`config.mk`:
```
export PLATFORM = sky130hd
export DESIGN_NAME = iu_result_collector
export DESIGN_NICKNAME = d
export VERILOG_FILES = /design/src/rtl/iu_result_collector.sv
export SDC_FILE = /design/constraint.sdc
export NUM_CORES = 1
export LEC_CHECK = 0
export CORE_AREA = 2 2 197 199
export DETAILED_ROUTE_END_ITERATION = 7
export DIE_AREA = 0 0 199 201
export PLACE_DENSITY = 0.89
export SYNTH_ARGS = -nofsm -noshare
export SYNTH_HDL_FRONTEND = slang
export SYNTH_SLANG_ARGS = --single-unit
```
`constraint.sdc`:
```
create_clock -name clk_i -period 13.3 [get_ports clk_i]
set_input_delay 3.99 -clock clk_i [delete_from_list [all_inputs] [get_ports clk_i]]
set_output_delay 3.99 -clock clk_i [all_outputs]
set_load 0.1 [all_outputs]
```
`src/rtl/iu_result_collector.sv`:
```
// Result collector: buffers integer-unit results in a small FIFO, drains them through
// one register-file write port and pulses the retired instruction id to the scoreboard.
module iu_result_collector #(
  parameter int NumTags     = 8,
  parameter int RegWidth    = 32,
  parameter int WarpWidth   = 4,
  parameter int NumWarps    = 8,
  parameter int RegIdxWidth = 8,
  parameter int FifoDepth   = 4,
  localparam int TagWidth   = $clog2(NumTags),
  localparam int WidWidth   = (NumWarps > 1) ? $clog2(NumWarps) : 1,
  localparam int IidWidth   = TagWidth + WidWidth
) (
  input  logic                          clk_i,
  input  logic                          rst_i,
  output logic                          rc_to_eu_ready_o,
  input  logic                          eu_to_rc_valid_i,
  input  logic [IidWidth-1:0]           eu_to_rc_tag_i,
  input  logic [RegIdxWidth-1:0]        eu_to_rc_dst_i,
  input  logic [WarpWidth-1:0]          eu_to_rc_act_mask_i,
  input  logic [RegWidth*WarpWidth-1:0] eu_to_rc_data_i,
  output logic                          rc_to_rf_valid_o,
  input  logic                          rf_to_rc_ready_i,
  output logic [WidWidth-1:0]           rc_to_rf_wid_o,
  output logic [RegIdxWidth-1:0]        rc_to_rf_dst_o,
  output logic [WarpWidth-1:0]          rc_to_rf_mask_o,
  output logic [RegWidth*WarpWidth-1:0] rc_to_rf_data_o,
  output logic                          rc_to_sb_valid_o,
  output logic [IidWidth-1:0]           rc_to_sb_iid_o,
  output logic                          rc_empty_o
);

  localparam int PtrWidth  = $clog2(FifoDepth);
  localparam int CntWidth  = PtrWidth + 1;
  localparam int DataWidth = RegWidth * WarpWidth;
  localparam logic [CntWidth-1:0] FullCnt = CntWidth'(FifoDepth);

  logic [IidWidth-1:0]    tag_mem  [FifoDepth];
  logic [RegIdxWidth-1:0] dst_mem  [FifoDepth];
  logic [WarpWidth-1:0]   mask_mem [FifoDepth];
  logic [DataWidth-1:0]   data_mem [FifoDepth];

  logic [PtrWidth-1:0] wr_ptr_q, wr_ptr_d;
  logic [PtrWidth-1:0] rd_ptr_q, rd_ptr_d;
  logic [CntWidth-1:0] count_q, count_d;
  logic                sb_valid_q, sb_valid_d;
  logic [IidWidth-1:0] sb_iid_q, sb_iid_d;

  logic                   empty, ready, push, pop;
  logic [IidWidth-1:0]    head_tag;
  logic [RegIdxWidth-1:0] head_dst;
  logic [WarpWidth-1:0]   head_mask;
  logic [DataWidth-1:0]   head_data;

  // NOTE: every signal written here gets a default first so no latch can be inferred.
  always_comb begin
    empty     = (count_q == '0);
    ready     = (count_q != FullCnt);
    push      = eu_to_rc_valid_i && ready;
    head_tag  = tag_mem[rd_ptr_q];
    head_dst  = dst_mem[rd_ptr_q];
    head_mask = mask_mem[rd_ptr_q];
    head_data = data_mem[rd_ptr_q];
    // An all-inactive result has nothing to write and retires without waiting on the RF.
    pop       = !empty && ((head_mask == '0) || rf_to_rc_ready_i);

    wr_ptr_d   = push ? wr_ptr_q + PtrWidth'(1) : wr_ptr_q;
    rd_ptr_d   = pop  ? rd_ptr_q + PtrWidth'(1) : rd_ptr_q;
    count_d    = count_q;
    if (push && !pop) count_d = count_q + CntWidth'(1);
    if (!push && pop) count_d = count_q - CntWidth'(1);
    sb_valid_d = pop;
    sb_iid_d   = pop ? head_tag : sb_iid_q;
  end

  // NOTE: state registers use non-blocking assignments so every flop samples pre-edge values.
  always_ff @(posedge clk_i) begin
    if (rst_i) begin
      wr_ptr_q   <= '0;
      rd_ptr_q   <= '0;
      count_q    <= '0;
      sb_valid_q <= 1'b0;
      sb_iid_q   <= '0;
    end else begin
      wr_ptr_q   <= wr_ptr_d;
      rd_ptr_q   <= rd_ptr_d;
      count_q    <= count_d;
      sb_valid_q <= sb_valid_d;
      sb_iid_q   <= sb_iid_d;
    end
  end

  // NOTE: payload storage has no reset; an entry is only read once count_q marks it valid.
  always_ff @(posedge clk_i) begin
    if (push) begin
      tag_mem[wr_ptr_q]  <= eu_to_rc_tag_i;
      dst_mem[wr_ptr_q]  <= eu_to_rc_dst_i;
      mask_mem[wr_ptr_q] <= eu_to_rc_act_mask_i;
      data_mem[wr_ptr_q] <= eu_to_rc_data_i;
    end
  end

  assign rc_to_eu_ready_o = ready;
  assign rc_to_rf_valid_o = !empty && (head_mask != '0);
  assign rc_to_rf_wid_o   = head_tag[WidWidth-1:0];
  assign rc_to_rf_dst_o   = head_dst;
  assign rc_to_rf_mask_o  = head_mask;
  assign rc_to_rf_data_o  = head_data;
  assign rc_to_sb_valid_o = sb_valid_q;
  assign rc_to_sb_iid_o   = sb_iid_q;
  assign rc_empty_o       = empty;

`ifndef SYNTHESIS
  logic                                            prev_stall_q;
  logic [WidWidth+RegIdxWidth+WarpWidth+DataWidth-1:0] prev_payload_q;
  logic [WidWidth+RegIdxWidth+WarpWidth+DataWidth-1:0] payload;

  assign payload = {rc_to_rf_wid_o, rc_to_rf_dst_o, rc_to_rf_mask_o, rc_to_rf_data_o};

  always_ff @(posedge clk_i) begin
    prev_stall_q   <= !rst_i && rc_to_rf_valid_o && !rf_to_rc_ready_i;
    prev_payload_q <= payload;
    if (!rst_i) begin
      assert (!(push && (count_q == FullCnt)));
      assert (count_q <= FullCnt);
      if (prev_stall_q) assert (rc_to_rf_valid_o && (payload == prev_payload_q));
    end
  end
`endif

endmodule

```
# [Yosys cells after proc, flatten, opt, wreduce, memory -nomap -nowiden]
# Memory sizes are Yosys's and may differ from the RTL's. A register that Yosys moved wholly into a read port is not among the register bits.
# Index checks and enable logic that the tools add are counted.
[word_totals] mem_count=4 regBits=14 elab_cells=39 output_inout_bits=153 inputBits=150 mem_bits_rw=584
[memory_table] name="data_mem" depth=4 width=128 read_ports=1 rd_clocked_by_memory_dff=1 wr=1 line="41" source="logic [DataWidth-1:0] data_mem [FifoDepth];"
[memory_table] name="dst_mem" depth=4 width=8 read_ports=1 rd_clocked_by_memory_dff=1 wr=1 line="39" source="logic [RegIdxWidth-1:0] dst_mem [FifoDepth];"
[memory_table] name="tag_mem" depth=4 width=6 read_ports=1 rd_clocked_by_memory_dff=1 wr=1 line="38" source="logic [IidWidth-1:0] tag_mem [FifoDepth];"
[memory_table] name="mask_mem" depth=4 width=4 read_ports=1 rd_clocked_by_memory_dff=1 wr=1 line="40" source="logic [WarpWidth-1:0] mask_mem [FifoDepth];"
[classes] n_reduce_logical=13 n_eq_ne=1 add_sub_neg=4 muxes=12
[ops] operator="$mux W2" count=8
[ops] operator="$mux W3" count=2
[ops] operator="$logic_and A1 B1 Y1" count=5
[ops] operator="$add A2 B1 Y2 const B" count=2
[ops] operator="$logic_not A4 Y1" count=1
[ops] operator="$reduce_bool A4 Y1" count=1
[ops] operator="$add A3 B1 Y3 const B" count=1
[ops] operator="$logic_not A1 Y1" count=3
[ops] operator="$logic_not A3 Y1" count=1
[ops] operator="$ne A3 B3 Y1 const B" count=1
[ops] operator="$sub A3 B1 Y3 const B" count=1
[ops] operator="$mux W1" count=2
[ops] operator="$reduce_bool A2 Y1" count=1
[ops] operator="$logic_or A1 B1 Y1" count=1

# [Logic depth before layout (Yosys ltp)]
# Gate-level depths: netlist of run 1.
[depth] word_depth=7 mapped_depth=11 ltp_nobuf=9

# [Least setup slack after synthesis of run 1]
# OpenSTA, ideal clock, no wires.
[synth_timing] path_type="input to register" start="in eu_to_rc_valid_i" end="mem data_mem[3][0] in the netlist's numbering (enable)" path_slack_ps=5384 setup_ps=524 path_buffers=0 arrival_ps=7392 t_required_ps=12776 path_stages=1 path_cell_list="and3_1"
[synth_via] elab_chain_cells=3
[synth_lines] item="from (decl)" line="17" source="input logic eu_to_rc_valid_i,"
[synth_lines] item="$logic_and A1 B1 Y1" line="59" source="push = eu_to_rc_valid_i && ready;"
[synth_lines] item="$mux W1" line="95" source="if (push) begin"
[synth_lines] item="$mux W1 (implied by the code)" line="99" source="data_mem[wr_ptr_q] <= eu_to_rc_data_i;"
[synth_lines] item="to (decl)" line="41"
# No other way between the ends.

==> reports/metrics.yaml, run 1 <==
synthCells: 852
finalNetCount: 1343
synth_edf_count: 584
synthArstFlopShare: 0
drc: 0
drive_above_1_share: 0.200
multi_input_area_mm2: 0.00370
synth_nets: 1008
reg2regPathDepth: 10
grt_pass1_wl_um: 65400
critPathArrivalTime_ns: 4.47
n_fill_cell: 2147
synthDistinctLibCells: 30
worstSetupStartpointType: "flip-flop"
hold_depth: 2
hold_start: "rc_to_sb_iid_o[3]$_SDFFE_PP0P_"
min_path_type: "flip-flop to flip-flop"
areaGrowthSynthToFinish_pct: 25.1
cts_tree: "done"
hold_viol_final: 0
drtIter0Drc: 801
postCtsSetupBuffers: 0
ys.flop_type: "edfxtp_1"
coreArea_mm2: 0.0381
finClkSkew_ns: 0.0165
ys_ff_latch: 600
wl_per_cell_um: 24.9
seq_area_frac_synth: 0.821
slew_viol_final: 0
io_pins: 303
htreeDepth: 2
portBuffers: 302
ant_nets: 0
vias_per_cell: 5.71
cts.reportedPaths.clkPinSlew_ns: 0.06
crit_fanout: 48
period_share: 0.636
cts_buffers: 57
final_area_mm2: 0.0272
antenna_found_initial: 4
rsz0062_at_grt: "no"
insertion_delay_ns: 0.61
synth_warnings: 0
finalSetupTns_ns: 0
max_slew_margin: 0.260
clock-sinks: 600
cellPowerDensity_mw_per_mm2: 237
hold_end: "rc_to_sb_iid_o[3]$_SDFFE_PP0P_"
outcome: "finished clean"
register_area_mm2: 0.0179
p_leak_uw: 0.00855
firstDrtPassIters: 5
regToRegEndpoint: "count_q[2]$_SDFFE_PP0P_"
dp_hpwl_um: 25600
setup_viol: 0
start_util: 0.571
grt_usage: 0.224
syn_area_per_cell_um2: 25.5
cts_resized: 0
routabilityCongestion: 0.737
worstPathRequired_ns: 9.31
cts_buffer_depth: 3
grt_pass1_vias: 10800
wl_um: 43600
reg2reg_slack_ns: 8.76
clockRootBuffer: "clkbuf_16"
grt_overflow: 0
fmaxAchievable_ghz: 0.118
post_dp_cell_area_mm2: 0.0254
die_w_um: 199
die_h_um: 201
worst_pin_slew_ns: 1.11
period_minus_slack_ns: 8.46
row_count: 72
cp-end-kind: "primary output"
via_count: 9981
ir_worst_vdd_v: 0.000196
holdBufCountCts: 0
netlist_area_mm2: 0.0218
max-cap-violations: 0
dieArea_mm2: 0.0400
grt_max_degree: 69
worstSetupPathType: "flip-flop to primary output"
==> layer usage <==
layer | vias up | part of all wire | global-route usage
li1 | 4344 | - | -
met1 | 5196 | 0.37 | 0.283
met2 | 370 | 0.53 | 0.378
met3 | 67 | 0.083 | 0.0696
met4 | 4 | 0.020 | 0.0661
met5 | - | 0.00069 | 0
==> layout make-up <==
cell class	instances	area share
multi-input combinational	204	0.136
clock buffer	67	0.0554
clock inverter	34	0.0120
tap	518	0.0238
inverter	9	0.00124
antenna	2	0.000184
sequential	600	0.657
timing repair buffer	315	0.115
==> worst max-delay path by stage <==
stage	depth (start not counted)	to	start
floorplan	1	data_mem[3][0]$_DFFE_PP_	eu_to_rc_valid_i
CTS	4	rc_to_rf_data_o[81]	flip-flop
detailed placement	4	rc_to_rf_data_o[81]	flip-flop
global route	4	rc_to_rf_data_o[44]	flip-flop
finish	5	rc_to_rf_valid_o	flip-flop
global placement	4	rc_to_rf_data_o[74]	flip-flop
==> power by group <==
group,switching [uW],internal (uW)
combinational,1850,648
clock,660,921
sequential,70.5,2290
total,2580,3860
==> per-stage QoR <==
step / power, uW / std cells / utilization / hold WS, ns / setup slack, ns
5_1_grt: 6640 / 1749 / 0.714 / 0.516 / 4.52
2_1_floorplan: 4360 / 852 / - / 0.453 / 5.38
4_1_cts: 6500 / 1747 / 0.714 / 0.489 / 4.73
6_report: 6440 / 1749 / 0.714 / 0.491 / 4.84
3_5_place_dp: 4910 / 1646 / 0.666 / 0.481 / 5.33
3_3_place_gp: 4870 / 1646 / 0.666 / 0.449 / 5.39
==> sequential cells by signal, indices dropped and copies added (netlist names), named ones only <==
register	count
rc_to_sb_valid_o	1
mask_mem	16
wr_ptr_q	2
tag_mem	24
rd_ptr_q	2
dst_mem	32
count_q	3
data_mem	512
rc_to_sb_iid_o	6
==> placed cells by master (no fill, tap or decap), types with 9 or more instances in the layout <==
cell	Yosys	layout
clkinv_2	0	9
edfxtp_1	584	584
clkdlybuf4s50_1	0	302
mux4_2	145	145
a21oi_1	12	12
clkinv_1	0	12
inv_1	9	9
dfxtp_1	16	14
buf_4	3	13
clkbuf_16	0	59
==> worst max-delay path, cell delays in order (launching register included) <==
cell             delay (ns)
dfxtp_4                0.72
buf_4                  0.85
mux4_1                 0.78
nor4_1                 0.39
nor2_1                 0.09
clkdlybuf4s50_1        0.98
==> cell families (layout without fill, tap and decap cells) <==
logic type	after synthesis	count (layout)	synth area share
other	0	2	0
XOR/XNOR	3	3	0.00121
AND/OR/NAND/NOR	26	26	0.00627
flip-flops	600	600	0.821
AO/OA/AOI/OAI	23	23	0.00673
buffers and inverters	48	425	0.00995
adder cells (fa/ha/maj)	6	6	0.00380
multiplexers	146	146	0.151
==> synth_stat cells, drive strengths merged, types with 2 or more instances <==
| library cell | instances | share of area |
|---|---|---|
| a21oi | 12 | 0.0028 |
| and3 | 4 | 0.0011 |
| buf | 21 | 0.0053 |
| clkbuf | 18 | 0.0031 |
| dfxtp | 16 | 0.015 |
| edfxtp | 584 | 0.81 |
| ha | 5 | 0.0029 |
| inv | 9 | 0.0016 |
| mux4 | 146 | 0.15 |
| nand2 | 2 | 0.00035 |
| nand3 | 7 | 0.0016 |
| nor2 | 6 | 0.0010 |
| o21ai | 8 | 0.0018 |
| or3 | 2 | 0.00057 |
| xor2 | 2 | 0.00081 |
(Power assumes the default switching activity.)
==> inputs of run 2 (changes only) <==
--- a/config.mk
+++ b/config.mk
@@ -5,10 +5,10 @@
 export SDC_FILE = /design/constraint.sdc
 export NUM_CORES = 1
 export LEC_CHECK = 0
-export CORE_AREA = 2 2 197 199
+export CORE_AREA = 2 2 204 206
 export DETAILED_ROUTE_END_ITERATION = 7
-export DIE_AREA = 0 0 199 201
-export PLACE_DENSITY = 0.89
+export DIE_AREA = 0 0 206 208
+export PLACE_DENSITY = 0.84
 export SYNTH_ARGS = -nofsm -noshare
 export SYNTH_HDL_FRONTEND = slang
 export SYNTH_SLANG_ARGS = --single-unit
==> constraint.sdc (replaced) <==
create_clock -name clk_i -period 8.2 [get_ports clk_i]
set_input_delay 2.46 -clock clk_i [delete_from_list [all_inputs] [get_ports clk_i]]
set_output_delay 2.46 -clock clk_i [all_outputs]
set_load 0.1 [all_outputs]
==> reports/metrics.yaml, run 2 (synthesized netlist as in run 1, its figures left out) <==
coreArea_mm2: 0.0406  # +6.4%
worstSetupPathType: "flip-flop to primary output"
insertion_delay_ns: 0.59  # -0.02 ns
cp_slowest_stage_delay_ns: 1.20  # +0.22 ns
die_w_um: 206  # +3.5%
post-route-util: 0.676  # -0.0378
grt_overflow: 0  # unchanged
htreeDepth: 2  # unchanged
p_int_uw: 6410  # +66%
finalSetupTns_ns: 0  # unchanged
grt_usage: 0.202  # -0.0218
drive_above_1_share: 0.202  # +0.00195
swShare: 0.395  # -0.00597
top_regs: "data_mem (512), dst_mem (32), tag_mem (24)"
clock-sinks: 600  # unchanged
row_count: 74  # +2.8%
finClkSkew_ns: 0.0103  # -0.00623 ns
rsz0062_at_grt: "no"
critPathArrivalTime_ns: 3.32  # -1.15 ns
grt_max_degree: 147  # +110%
cp_slowest_cell: "clkdlybuf4s50_1"
routabilityCongestion: 0.740  # +0.45%
fmaxAchievable_ghz: 0.173
clockRootBuffer: "clkbuf_16"
dp_hpwl_um: 23900  # -6.6%
pwr-share-clk: 0.256  # +0.011
firstDrtPassIters: 4  # -1
cts_tree: "done"
min_path_type: "flip-flop to flip-flop"
seq_power_share: 0.359  # -0.008
wl_um: 42400  # -2.8%
cellPowerDensity_mw_per_mm2: 386  # +63%
p_leak_uw: 0.00863  # +0.94%
outcome: "finished clean"
cts_resized: 0  # unchanged
cts_buffers: 58  # +1.8%
start_util: 0.536  # -0.0345
grt_pass1_wl_um: 64700  # -1.1%
holdBufCountCts: 0  # unchanged
crit_fanout: 64  # +33%
postCtsSetupBuffers: 0  # unchanged
period_minus_slack_ns: 5.78
drc: 0  # unchanged
via_count: 10000  # +0.42%
finalNetCount: 1339  # -0.30%
worst_pin_slew_ns: 1.08  # -0.0229 ns
cp-end-kind: "primary output"
cts.reportedPaths.clkPinSlew_ns: 0.06  # about the same
path_cells: "buf_4 -> mux4_2 -> clkdlybuf4s50_1"
wl_per_cell_um: 24.0  # -3.6%
final_area_mm2: 0.0274  # +0.78%
antenna_found_initial: 5  # +1
worstSetupStartpointType: "flip-flop"
final_cell_mix: "584 x edfxtp_1, 302 x clkdlybuf4s50_1, 145 x mux4_2"
setup_viol: 0  # unchanged
period_share: 0.705
hold_viol_final: 0  # unchanged
post_dp_cell_area_mm2: 0.0254  # +0.27%
dieArea_mm2: 0.0428  # +7.1%
pre_cts_slack_ns: 3.01  # -2.31 ns
layout_setup_ws_ns: 2.42  # -2.43 ns
ir_worst_vdd_v: 0.000349  # +78%
max-cap-violations: 0  # unchanged
pwr-share-comb: 0.385  # -0.003
regMostFlops: "data_mem"
grt_pass1_vias: 10800  # +0.0093%
portBuffers: 302  # unchanged
cts_buffer_depth: 3  # unchanged
drtIter0Drc: 784  # -2.1%
ant_nets: 0  # unchanged
p_total_uw: 10600  # +65%
areaGrowthSynthToFinish_pct: 26.0
worstPathRequired_ns: 5.74  # -3.57 ns
p_sw_uw: 4180  # +62%
die_h_um: 208  # +3.5%
io_pins: 303  # unchanged
slew_viol_final: 0  # unchanged
vias_per_cell: 5.68  # -0.49%
largest_reg_flops: 512  # unchanged
layout_commonest_cell: "edfxtp_1"
max_slew_margin: 0.275  # +0.0153
-- run 2: worst paths after layout --
path	startpoint	end	slack, ns	depth (start not counted)
max	flip-flop	rc_to_rf_data_o[98]	2.42	3
min	rc_to_sb_iid_o[4]$_SDFFE_PP0P_	rc_to_sb_iid_o[4]$_SDFFE_PP0P_	0.49	2
max reg2reg	flip-flop	count_q[2]$_SDFFE_PP0P_	4.85	10
min reg2reg	rc_to_sb_iid_o[4]$_SDFFE_PP0P_	rc_to_sb_iid_o[4]$_SDFFE_PP0P_	0.49	2
-- run 2: critical path: cells and delay by family (launching register included) --
kind / cells / cell delay, ns
buffers and inverters: 2 / 1.89
flip-flops: 1 / 0.39
multiplexers: 1 / 0.35
-- run 2: area by class of cell --
cell class                      count  area [um2]
Fill cell                        2455       13100
Multi-Input combinational cell    204        3700
Clock inverter                     42         433
Tap cell                          532         666
Timing Repair Buffer              310        3170
Inverter                            9        33.8
Sequential cell                   600       17900
Clock buffer                       67        1550
Antenna cell                        1        2.50
-- run 2: metrics by stage --
| step | hold slack, ns | cells |
|---|---|---|
| floorplan | 0.453 | 852 |
| global placement | 0.466 | 1655 |
| detailed placement | 0.469 | 1655 |
| CTS | 0.491 | 1764 |
| global route | 0.519 | 1765 |
| finish | 0.489 | 1765 |
-- run 2: per-layer routing --
metal,part of all wire,global-route usage
met1,0.38,0.267
met2,0.50,0.324
met3,0.084,0.0603
met4,0.027,0.0697
met5,0.0011,0
-- run 2: power groups by stage --
stage          clock network (uW)  registers [uW]  logic (uW)
4_1_cts                      2770            3810        4120
5_1_grt                      2880            3830        4220
3_3_place_gp                    0            3840        4080
2_1_floorplan                   0            3930        3140
6_report                     2710            3800        4080
3_5_place_dp                    0            3870        4100
==> RTL edit: new RTL, config.mk and constraints of run 2 <==
`WarpWidth`: 4 -> 3.
--- a/src/rtl/iu_result_collector.sv
+++ b/src/rtl/iu_result_collector.sv
@@ -4,5 +4,5 @@
   parameter int NumTags     = 8,
   parameter int RegWidth    = 32,
-  parameter int WarpWidth   = 4,
+  parameter int WarpWidth   = 3,
   parameter int NumWarps    = 8,
   parameter int RegIdxWidth = 8,
Interface: changed (resized eu_to_rc_act_mask_i, eu_to_rc_data_i, rc_to_rf_data_o and rc_to_rf_mask_o); port bits go from 303 to 237. No check against the original RTL was run, so the function may have changed too.
==> RTL edit against run 2 <==
- cell count decreased by 15%
- synthesized cell count shrank 21%
- sequential power shrank 21%
- routed wire length is 21% lower
- die area unchanged
- non-clock buffer count fell by 62
- sequential share of layout area fell by 0.20 points
- critical path depth unchanged
- synthesized area fell by 22%
- cell area fell by 22%
- setup slack got worse by 0.12 ns
- sequential cell count is 132 lower
- power shrank 21%
- critical path type unchanged
==> RTL edit: results (changes against run 2) <==
- Dominant cells by area after synthesis: sky130_fd_sc_hd__edfxtp_1 80%, sky130_fd_sc_hd__mux4_2 15%, sky130_fd_sc_hd__dfxtp_1 1.9% (was sky130_fd_sc_hd__edfxtp_1 81%, sky130_fd_sc_hd__mux4_2 15%, sky130_fd_sc_hd__dfxtp_1 1.5%).
- The number of violations reported at the end of detailed-routing iteration 0 is 419 (was 784).
- The worst setup slack before clock tree synthesis came to 2.82 ns (was 3.01 ns).
- The layout cell share with drive strength beyond 1 is 20.1% (was 20.2%).
- The count of buffers from port buffering is 236 (was 302).
- Run status: finished, final reports clean (unchanged).
- The met2 wirelength from detailed routing is 17.2 mm (was 21.4 mm).
- The unique cell type count in the Yosys netlist was 28 (was 30).
- The launch point of the worst hold path is wr_ptr_q[1] (was rc_to_sb_iid_o[4]).
- The met1 routed wirelength after detailed routing is 13.0 mm (was 16.3 mm).
- The number of enable-type register cells in the synthesized netlist was 452 (was 584).
- The via count of the first global-routing pass is 8440 (was 10800).
- The wire length on met3 is 2.54 mm (was 3.55 mm).
- The worst-case clock skew is 0.0285 ns (was 0.0103 ns).
- The worst-case setup margin in the final layout is 2.30 ns (was 2.42 ns).
- The largest net degree at the start of global routing was 77 (was 147).
- The estimated wirelength of the detail-placed design is 19.9 mm (was 23.9 mm).
- The part of the Yosys area used for sequential elements is 81.8% (was 82.1%).
- The largest voltage drop on the vdd net was 277 uV (was 349 uV).
- The detailed-route vias per instance was 5.15 (was 5.68).
- The met1 usage is 19.6% (was 26.7%).
- The worst setup path endpoint is rc_to_rf_data_o[27] (was rc_to_rf_data_o[98]).
- The global-route wire length before repair is 50.5 mm (was 64.7 mm).
- The met2 track demand over resource in global routing was 26.5% (was 32.4%).
- The placer's final routability congestion estimate is 0.685 (was 0.740).
- The global-route met3 utilization is 5.50% (was 6.03%).
- The arrival time of the worst setup path is 3.44 ns (was 3.32 ns).
- The routed length per instance is 22.2 um (was 24.0 um).
==> RTL edit: stage by stage <==
step	utilization [%]	cells	hold WS (ns)	cell area [um^2]	total power, mW
final	52.8	1502	0.507	21400	8.41
after global placement	49.3	1419	0.477	20000	6.50
after global routing	52.8	1500	0.527	21400	8.70
after floorplan	-	669	0.463	17000	5.76
after CTS	52.8	1499	0.508	21400	8.51
after detailed placement	49.3	1419	0.494	20000	6.54
==> RTL edit: cell families (layout without fill, tap and decap cells) <==
logic type	after synthesis	in the layout	share of synthesized area (%)
multiplexers	120	120	15.4
other	0	3	0
flip-flops	468	468	81.8
AO/OA/AOI/OAI	7	7	0.287
adder cells (fa/ha/maj)	6	6	0.486
XOR/XNOR	4	4	0.206
buffers and inverters	36	334	1.03
AND/OR/NAND/NOR	28	28	0.796
==> RTL edit: worst max-delay path, cell delays in order, from the launching register on <==
cell	delay (ns)
sky130_fd_sc_hd__dfxtp_4	0.71
sky130_fd_sc_hd__buf_4	0.61
sky130_fd_sc_hd__mux4_2	0.32
sky130_fd_sc_hd__clkdlybuf4s50_1	1.17
==> RTL edit: power by group through the flow <==
stage,clock network (mW),logic [mW],registers [mW]
finish,1.95,3.45,3.01
detailed placement,0,3.48,3.06
CTS,2.01,3.49,3.01
global placement,0,3.46,3.04
floorplan,0,2.65,3.11
global route,2.10,3.57,3.03
==> RTL edit: final cells by class <==
type / instances / share of cell area, %
Sequential cell: 468 / 64.9
Multi-Input combinational cell: 165 / 13.8
Timing Repair Buffer: 248 / 11.5
Clock buffer: 63 / 5.87
Tap cell: 532 / 3.11
Clock inverter: 17 / 0.637
Inverter: 6 / 0.105
Antenna cell: 3 / 0.0351
